## config.mk

```make
export PLATFORM = sky130hd
export DESIGN_NAME = seg7_scan_decoder
export DESIGN_NICKNAME = d
export VERILOG_FILES = /design/src/rtl/seg7_scan_decoder_pkg.sv /design/src/rtl/seg7_scan_decoder_pattern_decode.sv /design/src/rtl/seg7_scan_decoder.sv
export SDC_FILE = /design/constraint.sdc
export NUM_CORES = 1
export LEC_CHECK = 0
export ABC_CLOCK_PERIOD_IN_PS = 3050
export CORE_ASPECT_RATIO = 0.8
export CORE_MARGIN = 2
export CORE_UTILIZATION = 60
export DETAILED_ROUTE_END_ITERATION = 7
export PLACE_DENSITY_LB_ADDON = 0.1
export SETUP_SLACK_MARGIN = 0.02
export SYNTH_ARGS = -nofsm -noshare
export SYNTH_HDL_FRONTEND = slang
export SYNTH_HIERARCHICAL = 1
export SYNTH_SLANG_ARGS = --single-unit
```

## constraint.sdc

```tcl
create_clock -name clk -period 3.05 [get_ports clk]
set_input_delay 0.4575 -clock clk [delete_from_list [all_inputs] [get_ports clk]]
set_output_delay 0.4575 -clock clk [all_outputs]
set_load 0.02 [all_outputs]
```

## src/rtl/seg7_scan_decoder_pkg.sv

```systemverilog
// Shared 7-segment definitions: code table, segment bit positions, scan FSM
// states and the per-digit capture record. The encoder side reuses the same
// constants, so that both ends of a loop-back test agree on the patterns.
package seg7_scan_decoder_pkg;

    localparam int unsigned SEG_W = 7;

    // Segment bit positions within the active-low seg_n bus
    localparam int unsigned SEG_A_BIT = 6;
    localparam int unsigned SEG_B_BIT = 5;
    localparam int unsigned SEG_C_BIT = 4;
    localparam int unsigned SEG_D_BIT = 3;
    localparam int unsigned SEG_E_BIT = 2;
    localparam int unsigned SEG_F_BIT = 1;
    localparam int unsigned SEG_G_BIT = 0;

    // Active-low patterns, bit6=a .. bit0=g
    localparam logic [SEG_W-1:0] SEG_0     = 7'b0000001;
    localparam logic [SEG_W-1:0] SEG_1     = 7'b1001111;
    localparam logic [SEG_W-1:0] SEG_2     = 7'b0010010;
    localparam logic [SEG_W-1:0] SEG_3     = 7'b0000110;
    localparam logic [SEG_W-1:0] SEG_4     = 7'b1001100;
    localparam logic [SEG_W-1:0] SEG_5     = 7'b0100100;
    localparam logic [SEG_W-1:0] SEG_6     = 7'b0100000;
    localparam logic [SEG_W-1:0] SEG_7     = 7'b0001111;
    localparam logic [SEG_W-1:0] SEG_8     = 7'b0000000;
    localparam logic [SEG_W-1:0] SEG_9     = 7'b0000100;
    localparam logic [SEG_W-1:0] SEG_A     = 7'b0001000;
    localparam logic [SEG_W-1:0] SEG_B     = 7'b1100000;
    localparam logic [SEG_W-1:0] SEG_C     = 7'b0110001;
    localparam logic [SEG_W-1:0] SEG_D     = 7'b1000010;
    localparam logic [SEG_W-1:0] SEG_E     = 7'b0110000;
    localparam logic [SEG_W-1:0] SEG_F     = 7'b0111000;
    localparam logic [SEG_W-1:0] SEG_BLANK = 7'b1111111;

    // Scan FSM state encodings
    typedef enum logic [1:0] {
        ST_IDLE   = 2'd0,
        ST_SETTLE = 2'd1,
        ST_HELD   = 2'd2
    } scan_state_e;

    // What was recovered from one digit
    typedef struct packed {
        logic [3:0] nibble;
        logic       err;
        logic       blank;
    } digit_info_t;

    // Encoder-side helper: nibble to active-low segment pattern
    function automatic logic [SEG_W-1:0] seg_encode(input logic [3:0] nib);
        logic [SEG_W-1:0] pat;
        case (nib)
            4'h0: pat = SEG_0;
            4'h1: pat = SEG_1;
            4'h2: pat = SEG_2;
            4'h3: pat = SEG_3;
            4'h4: pat = SEG_4;
            4'h5: pat = SEG_5;
            4'h6: pat = SEG_6;
            4'h7: pat = SEG_7;
            4'h8: pat = SEG_8;
            4'h9: pat = SEG_9;
            4'hA: pat = SEG_A;
            4'hB: pat = SEG_B;
            4'hC: pat = SEG_C;
            4'hD: pat = SEG_D;
            4'hE: pat = SEG_E;
            default: pat = SEG_F;
        endcase
        return pat;
    endfunction

endpackage

```

## src/rtl/seg7_scan_decoder_pattern_decode.sv

```systemverilog
// seg7_pattern_decode: combinational reverse lookup of one active-low segment
// pattern. Ports:
//   pattern_i  7-bit active-low segment pattern (bit6=a .. bit0=g)
//   nibble_o   recovered hex value (0 for blank or unknown patterns)
//   blank_o    pattern is all segments off
//   err_o      pattern is neither a hex glyph nor blank
module seg7_pattern_decode
    import seg7_scan_decoder_pkg::*;
(
    input  logic [SEG_W-1:0] pattern_i,
    output logic [3:0]       nibble_o,
    output logic             blank_o,
    output logic             err_o
);

    // Table lookup; anything unrecognised flags an error and reads as 0
    always_comb begin
        nibble_o = 4'h0;
        blank_o  = 1'b0;
        err_o    = 1'b0;
        case (pattern_i)
            SEG_0:     nibble_o = 4'h0;
            SEG_1:     nibble_o = 4'h1;
            SEG_2:     nibble_o = 4'h2;
            SEG_3:     nibble_o = 4'h3;
            SEG_4:     nibble_o = 4'h4;
            SEG_5:     nibble_o = 4'h5;
            SEG_6:     nibble_o = 4'h6;
            SEG_7:     nibble_o = 4'h7;
            SEG_8:     nibble_o = 4'h8;
            SEG_9:     nibble_o = 4'h9;
            SEG_A:     nibble_o = 4'hA;
            SEG_B:     nibble_o = 4'hB;
            SEG_C:     nibble_o = 4'hC;
            SEG_D:     nibble_o = 4'hD;
            SEG_E:     nibble_o = 4'hE;
            SEG_F:     nibble_o = 4'hF;
            SEG_BLANK: blank_o  = 1'b1;
            default:   err_o    = 1'b1;
        endcase
    end

endmodule

```

## src/rtl/seg7_scan_decoder.sv

```systemverilog
// seg7_scan_decoder: watches a multiplexed active-low 7-segment bus and
// rebuilds the value shown across all digits once per scan frame.
// Ports:
//   clk, rst_n   clock, asynchronous active-low reset
//   seg_n        segment lines, active-low (bit6=a .. bit0=g)
//   an_n         digit strobes, active-low, bit0 = least-significant digit
//   value        last completed frame, digit k in bits [4k+3:4k]
//   value_valid  one-cycle pulse when value/digit_err/blank update
//   digit_err    per-digit unknown-pattern flags of the last frame
//   blank        per-digit blank flags of the last frame
//   timeout      one-cycle pulse when a partial frame is dropped
module seg7_scan_decoder
    import seg7_scan_decoder_pkg::*;
#(
    parameter int unsigned DIGITS         = 4,
    parameter int unsigned STABLE_CYCLES  = 4,
    parameter int unsigned TIMEOUT_CYCLES = 65535
) (
    input  logic                  clk,
    input  logic                  rst_n,
    input  logic [SEG_W-1:0]      seg_n,
    input  logic [DIGITS-1:0]     an_n,
    output logic [4*DIGITS-1:0]   value,
    output logic                  value_valid,
    output logic [DIGITS-1:0]     digit_err,
    output logic [DIGITS-1:0]     blank,
    output logic                  timeout
);

    localparam int unsigned VAL_W  = 4 * DIGITS;
    localparam int unsigned STAB_W = $clog2(STABLE_CYCLES + 1);
    localparam int unsigned TMO_W  = $clog2(TIMEOUT_CYCLES + 1);
    localparam int unsigned IDX_W  = (DIGITS > 1) ? $clog2(DIGITS) : 1;

    // True when exactly one strobe is low
    function automatic logic single_strobe(input logic [DIGITS-1:0] an);
        logic found;
        logic multi;
        found = 1'b0;
        multi = 1'b0;
        for (int unsigned k = 0; k < DIGITS; k++) begin
            if (!an[k]) begin
                if (found) multi = 1'b1;
                found = 1'b1;
            end
        end
        return found && !multi;
    endfunction

    // Index of the (single) low strobe
    function automatic logic [IDX_W-1:0] strobe_index(input logic [DIGITS-1:0] an);
        logic [IDX_W-1:0] idx;
        idx = '0;
        for (int unsigned k = 0; k < DIGITS; k++) begin
            if (!an[k]) idx = IDX_W'(k);
        end
        return idx;
    endfunction

    // Two-flop synchronizers, idle bus (all high) out of reset
    logic [SEG_W-1:0]  seg_s1_q, seg_s2_q;
    logic [DIGITS-1:0] an_s1_q,  an_s2_q;

    // Previous synchronized pair, used for change detection and capture
    logic [SEG_W-1:0]  seg_prev_q;
    logic [DIGITS-1:0] an_prev_q;

    scan_state_e                      state_q, state_d;
    logic [STAB_W-1:0]                stab_cnt_q, stab_cnt_d;
    digit_info_t [DIGITS-1:0]         shadow_q, shadow_d;
    logic [DIGITS-1:0]                seen_q, seen_d;
    logic [TMO_W-1:0]                 tmo_cnt_q, tmo_cnt_d;
    logic [VAL_W-1:0]                 value_q, value_d;
    logic [DIGITS-1:0]                err_q, err_d;
    logic [DIGITS-1:0]                blank_q, blank_d;
    logic                             valid_q, valid_d;
    logic                             timeout_q, timeout_d;

    logic             pair_changed_c;
    logic             cur_single_c;
    logic             capture_c;
    logic             frame_done_c;
    logic [IDX_W-1:0] cap_idx_c;
    logic [3:0]       dec_nibble_c;
    logic             dec_blank_c;
    logic             dec_err_c;

    // Decode the pair that has been held stable, not the newest sample
    seg7_pattern_decode u_decode (
        .pattern_i (seg_prev_q),
        .nibble_o  (dec_nibble_c),
        .blank_o   (dec_blank_c),
        .err_o     (dec_err_c)
    );

    assign pair_changed_c = (an_s2_q != an_prev_q) || (seg_s2_q != seg_prev_q);
    assign cur_single_c   = single_strobe(an_s2_q);
    assign cap_idx_c      = strobe_index(an_prev_q);
    assign capture_c      = (state_q == ST_SETTLE) && (stab_cnt_q == STAB_W'(STABLE_CYCLES));
    assign frame_done_c   = &seen_q;

    // Next-state: scan FSM, shadow capture, frame assembly and timeout
    always_comb begin
        state_d    = state_q;
        stab_cnt_d = stab_cnt_q;
        shadow_d   = shadow_q;
        seen_d     = seen_q;
        tmo_cnt_d  = tmo_cnt_q;
        value_d    = value_q;
        err_d      = err_q;
        blank_d    = blank_q;
        valid_d    = 1'b0;
        timeout_d  = 1'b0;

        // A pair change always restarts qualification, even in the capture cycle
        if (pair_changed_c) begin
            if (cur_single_c) begin
                state_d    = ST_SETTLE;
                stab_cnt_d = STAB_W'(1);
            end else begin
                state_d    = ST_IDLE;
                stab_cnt_d = '0;
            end
        end else if (capture_c) begin
            state_d = ST_HELD;
        end else if (state_q == ST_SETTLE) begin
            stab_cnt_d = stab_cnt_q + STAB_W'(1);
        end

        if (frame_done_c) begin
            for (int unsigned k = 0; k < DIGITS; k++) begin
                value_d[4*k +: 4] = shadow_q[k].nibble;
                err_d[k]          = shadow_q[k].err;
                blank_d[k]        = shadow_q[k].blank;
            end
            valid_d   = 1'b1;
            seen_d    = '0;
            tmo_cnt_d = '0;
        end else if (seen_q != '0) begin
            if (tmo_cnt_q == TMO_W'(TIMEOUT_CYCLES - 1)) begin
                seen_d    = '0;
                tmo_cnt_d = '0;
                timeout_d = 1'b1;
            end else begin
                tmo_cnt_d = tmo_cnt_q + TMO_W'(1);
            end
        end

        // Applied after the frame clear so a coincident capture opens the next frame
        if (capture_c) begin
            shadow_d[cap_idx_c].nibble = dec_nibble_c;
            shadow_d[cap_idx_c].err    = dec_err_c;
            shadow_d[cap_idx_c].blank  = dec_blank_c;
            seen_d[cap_idx_c]          = 1'b1;
        end
    end

    // State and output registers
    always_ff @(posedge clk or negedge rst_n) begin
        if (!rst_n) begin
            seg_s1_q   <= SEG_BLANK;
            seg_s2_q   <= SEG_BLANK;
            an_s1_q    <= '1;
            an_s2_q    <= '1;
            seg_prev_q <= SEG_BLANK;
            an_prev_q  <= '1;
            state_q    <= ST_IDLE;
            stab_cnt_q <= '0;
            shadow_q   <= '0;
            seen_q     <= '0;
            tmo_cnt_q  <= '0;
            value_q    <= '0;
            err_q      <= '0;
            blank_q    <= '0;
            valid_q    <= 1'b0;
            timeout_q  <= 1'b0;
        end else begin
            seg_s1_q   <= seg_n;
            seg_s2_q   <= seg_s1_q;
            an_s1_q    <= an_n;
            an_s2_q    <= an_s1_q;
            seg_prev_q <= seg_s2_q;
            an_prev_q  <= an_s2_q;
            state_q    <= state_d;
            stab_cnt_q <= stab_cnt_d;
            shadow_q   <= shadow_d;
            seen_q     <= seen_d;
            tmo_cnt_q  <= tmo_cnt_d;
            value_q    <= value_d;
            err_q      <= err_d;
            blank_q    <= blank_d;
            valid_q    <= valid_d;
            timeout_q  <= timeout_d;
        end
    end

    assign value       = value_q;
    assign value_valid = valid_q;
    assign digit_err   = err_q;
    assign blank       = blank_q;
    assign timeout     = timeout_q;

endmodule
```

==> impl_metrics.toml <==
[synthesis]
synth_common_cells = "nand2_1 (95), dfrtp_1 (75), dfstp_2 (33)"
synth_nets = 420
ys_seq_elements = 108
async_flop_share_pct = 100
synth_area_per_cell_um2 = 11.6
yosysMostFrequentCell = "nand2_1"
syn_area_um2 = 4690
synth_edf_count = 0
synth_top_area_cell = "dfrtp_1"
yosys.area.top_type_share_pct = 40.1
ys_seq_area_share_pct = 58.6
syn_inst = 403
yosysUniqueCellTypes = 73
yosysWarningCount = 6
ys.flop_type = "dfrtp_1"
synthTopCellsByArea = "dfrtp_1 (40%), dfstp_2 (19%), nand2_1 (7.6%)"

[floorplan]
rows = 28
die_y_um = 83.0
initial_core_util_pct = 62.5
die_x_um = 103
io_pins = 39
coreArea_um2 = 7500
dieArea_um2 = 8540

[sta]
skew_ns = 0.0178
period_minus_slack_ns = 2.22
tns_ns = 0
period_share_pct = 72.7
max_freq_mhz = 451
setup_ws_ns = 0.834
drv_slew = 0
finalSetupViolCount = 0
max_slew.worst_pin.slew_ns = 0.822
relSlewSlack_pct = 45.0
hold_viol = 0
rsz0062_at_grt = "no"

[run]
cap_violations = 0

[cts]
cts_tree = "done"
htree_levels = 3
ctsLongestPathBuffers = 2
clkLatencyLatePin_ns = 0.37
cts-hold-fix-buffers = 0
clkSinkCount = 108
cts-buffers-inserted = 9
postCtsSetupBuffers = 0
ctsResizeCount = 0
cts_root_buf = "clkbuf_8"
clk_pin_slew_worst_paths_ns = 0.12

[placed_design]
gp_congestion = 0.893
port-buffer-count = 38
place_ws_ns = 0.916
hpwl_um = 6100
placed_area_um2 = 5100

[routing]
postRouteAntennaNets = 0
wl_um = 8970
vias_per_cell = 5.78
drc = 0
wl_per_cell_um = 16.4
drt_iter0_markers = 235
vias = 3154
drt_first_pass_iters = 6

[layout]
final-seq-area_um2 = 2740
nFillCells = 576
n_antenna_cell = 0
flow.area_growth_from_synthesis_pct = 12.9
layout-drive-gt1-share_pct = 22.0
design_area_um2 = 5290
multiInputGateArea_um2 = 1780
fin_nets = 453

[power]
power.density_nw_per_um2 = 457
pwr-share-comb_pct = 4.0
p_sw_mw = 0.585
p_leak_nw = 2.51
peakVddDrop_mv = 0.309
internal-power_mw = 1.83
clkPwrFrac_pct = 33.7
p_seq_share_pct = 62.3
swShare_pct = 24.2

[setup_path]
regToRegStartpoint = "tmo_cnt_q[4]"
rr_endpoint = "tmo_cnt_q[11]"
cp.required_ns = 3.30
critPathArrivalTime_ns = 2.47
critPathLaunchType = "flop"
crit_chain = "and4_1 > nand4_1 > and2_4 > a221o_1"
cpPeakStageDelay_ns = 0.58
r2r_cells = 4
cp_top_family = "simple AND/OR/NAND/NOR gates"
crit_type = "flop to flop"
r2r_setup_slack_ns = 0.83
cp-end-kind = "flop"
crit_fanout = 13
cpMaxStageDelayCell = "nand4_1"
path_buf_inv = 0

[global_routing]
grt_pass1_wl_um = 15200
grt_pass1_vias = 3114
grtUsageMet3_pct = 5.39
grt_util_all_layers_pct = 22.9
grt_overflow_total = 0
antenna_found_initial = 0
grtUsageMet2_pct = 32.8
busiest_layer = "met1"
grtUsageMet1_pct = 35.5
grt_max_degree = 56

[worst_hold_path]
hp-class = "input port to asynchronous set/reset pin"

[run_status]
status = "finished clean"
[per-stage QoR]
stage	total power [mW]	hold WS [ns]	util, %	cells
floorplan	1.58	0.162	-	403
global placement	1.63	0.345	68.1	530
detailed placement	1.63	0.347	68.1	530
CTS	2.44	0.140	70.6	546
global route	2.52	0.161	70.6	546
finish	2.42	0.120	70.6	546
[power groups by stage]
| stage | Combinational, mW | Clock [mW] | Sequential [mW] |
|---|---|---|---|
| 2_1_floorplan | 0.0602 | 0 | 1.52 |
| 3_3_place_gp | 0.0962 | 0 | 1.53 |
| 3_5_place_dp | 0.0979 | 0 | 1.53 |
| 4_1_cts | 0.0986 | 0.839 | 1.51 |
| 5_1_grt | 0.109 | 0.904 | 1.51 |
| 6_report | 0.0964 | 0.815 | 1.51 |
[worst max path at each step]
stage | endpoint | startpoint | depth (start not counted)
CTS | tmo_cnt_q[11] | tmo_cnt_q[4] | 4
finish | tmo_cnt_q[11] | tmo_cnt_q[4] | 4
detailed placement | tmo_cnt_q[11] | tmo_cnt_q[2] | 4
global placement | tmo_cnt_q[11] | tmo_cnt_q[4] | 4
global route | tmo_cnt_q[11] | tmo_cnt_q[4] | 4
floorplan | shadow_q[13] | seg_prev_q[5] | 6
[sequential cells by signal, indices dropped and copies added, names as in the netlist]
signal / count
timeout: 1
tmo_cnt_q: 16
shadow_q: 24
digit_err: 4
seen_q: 4
value: 16
an_s1_q: 4
value_valid: 1
state_q: 2
seg_s2_q: 7
an_s2_q: 4
seg_prev_q: 7
blank: 4
seg_s1_q: 7
stab_cnt_q: 3
an_prev_q: 4
[cell type report]
type / instances / share of cell area, %
clock inverter: 6 / 1.09
clock buffer: 10 / 2.41
timing repair buffer: 41 / 7.81
tap: 105 / 2.48
inverter: 9 / 0.639
multi-input combinational: 267 / 33.7
sequential: 108 / 51.9
[logic make-up (layout without fill, tap and decap cells)]
group                    after synthesis  in the layout  synth area share, %
XOR/XNOR                              17             17                 3.18
AO/OA/AOI/OAI                         52             52                 9.21
adder cells (fa/ha/maj)                4              4                 1.07
multiplexers                          27             27                 6.41
AND/OR/NAND/NOR                      167            167                 18.2
buffers and inverters                 28             66                 3.39
flip-flops                           108            108                 58.6
[per-layer routing]
layer	part of all wire, %	vias up
li1	-	1485
met1	50	1555
met2	44	101
met3	4.6	13
met4	1.3	0
met5	0	-
[cell usage in the layout, fill, tap and decap left out, types with 8 or more instances in the layout]
cell / netlist / final
nand2_1: 95 / 95
dfrtp_1: 75 / 75
clkdlybuf4s50_1: 0 / 37
dfstp_2: 33 / 33
mux2_2: 22 / 22
a31oi_1: 15 / 15
xor2_1: 13 / 13
nor2_1: 11 / 11
nand3_1: 9 / 9
clkbuf_8: 0 / 9
inv_1: 8 / 8
Power figures use the tool's default switching activity.
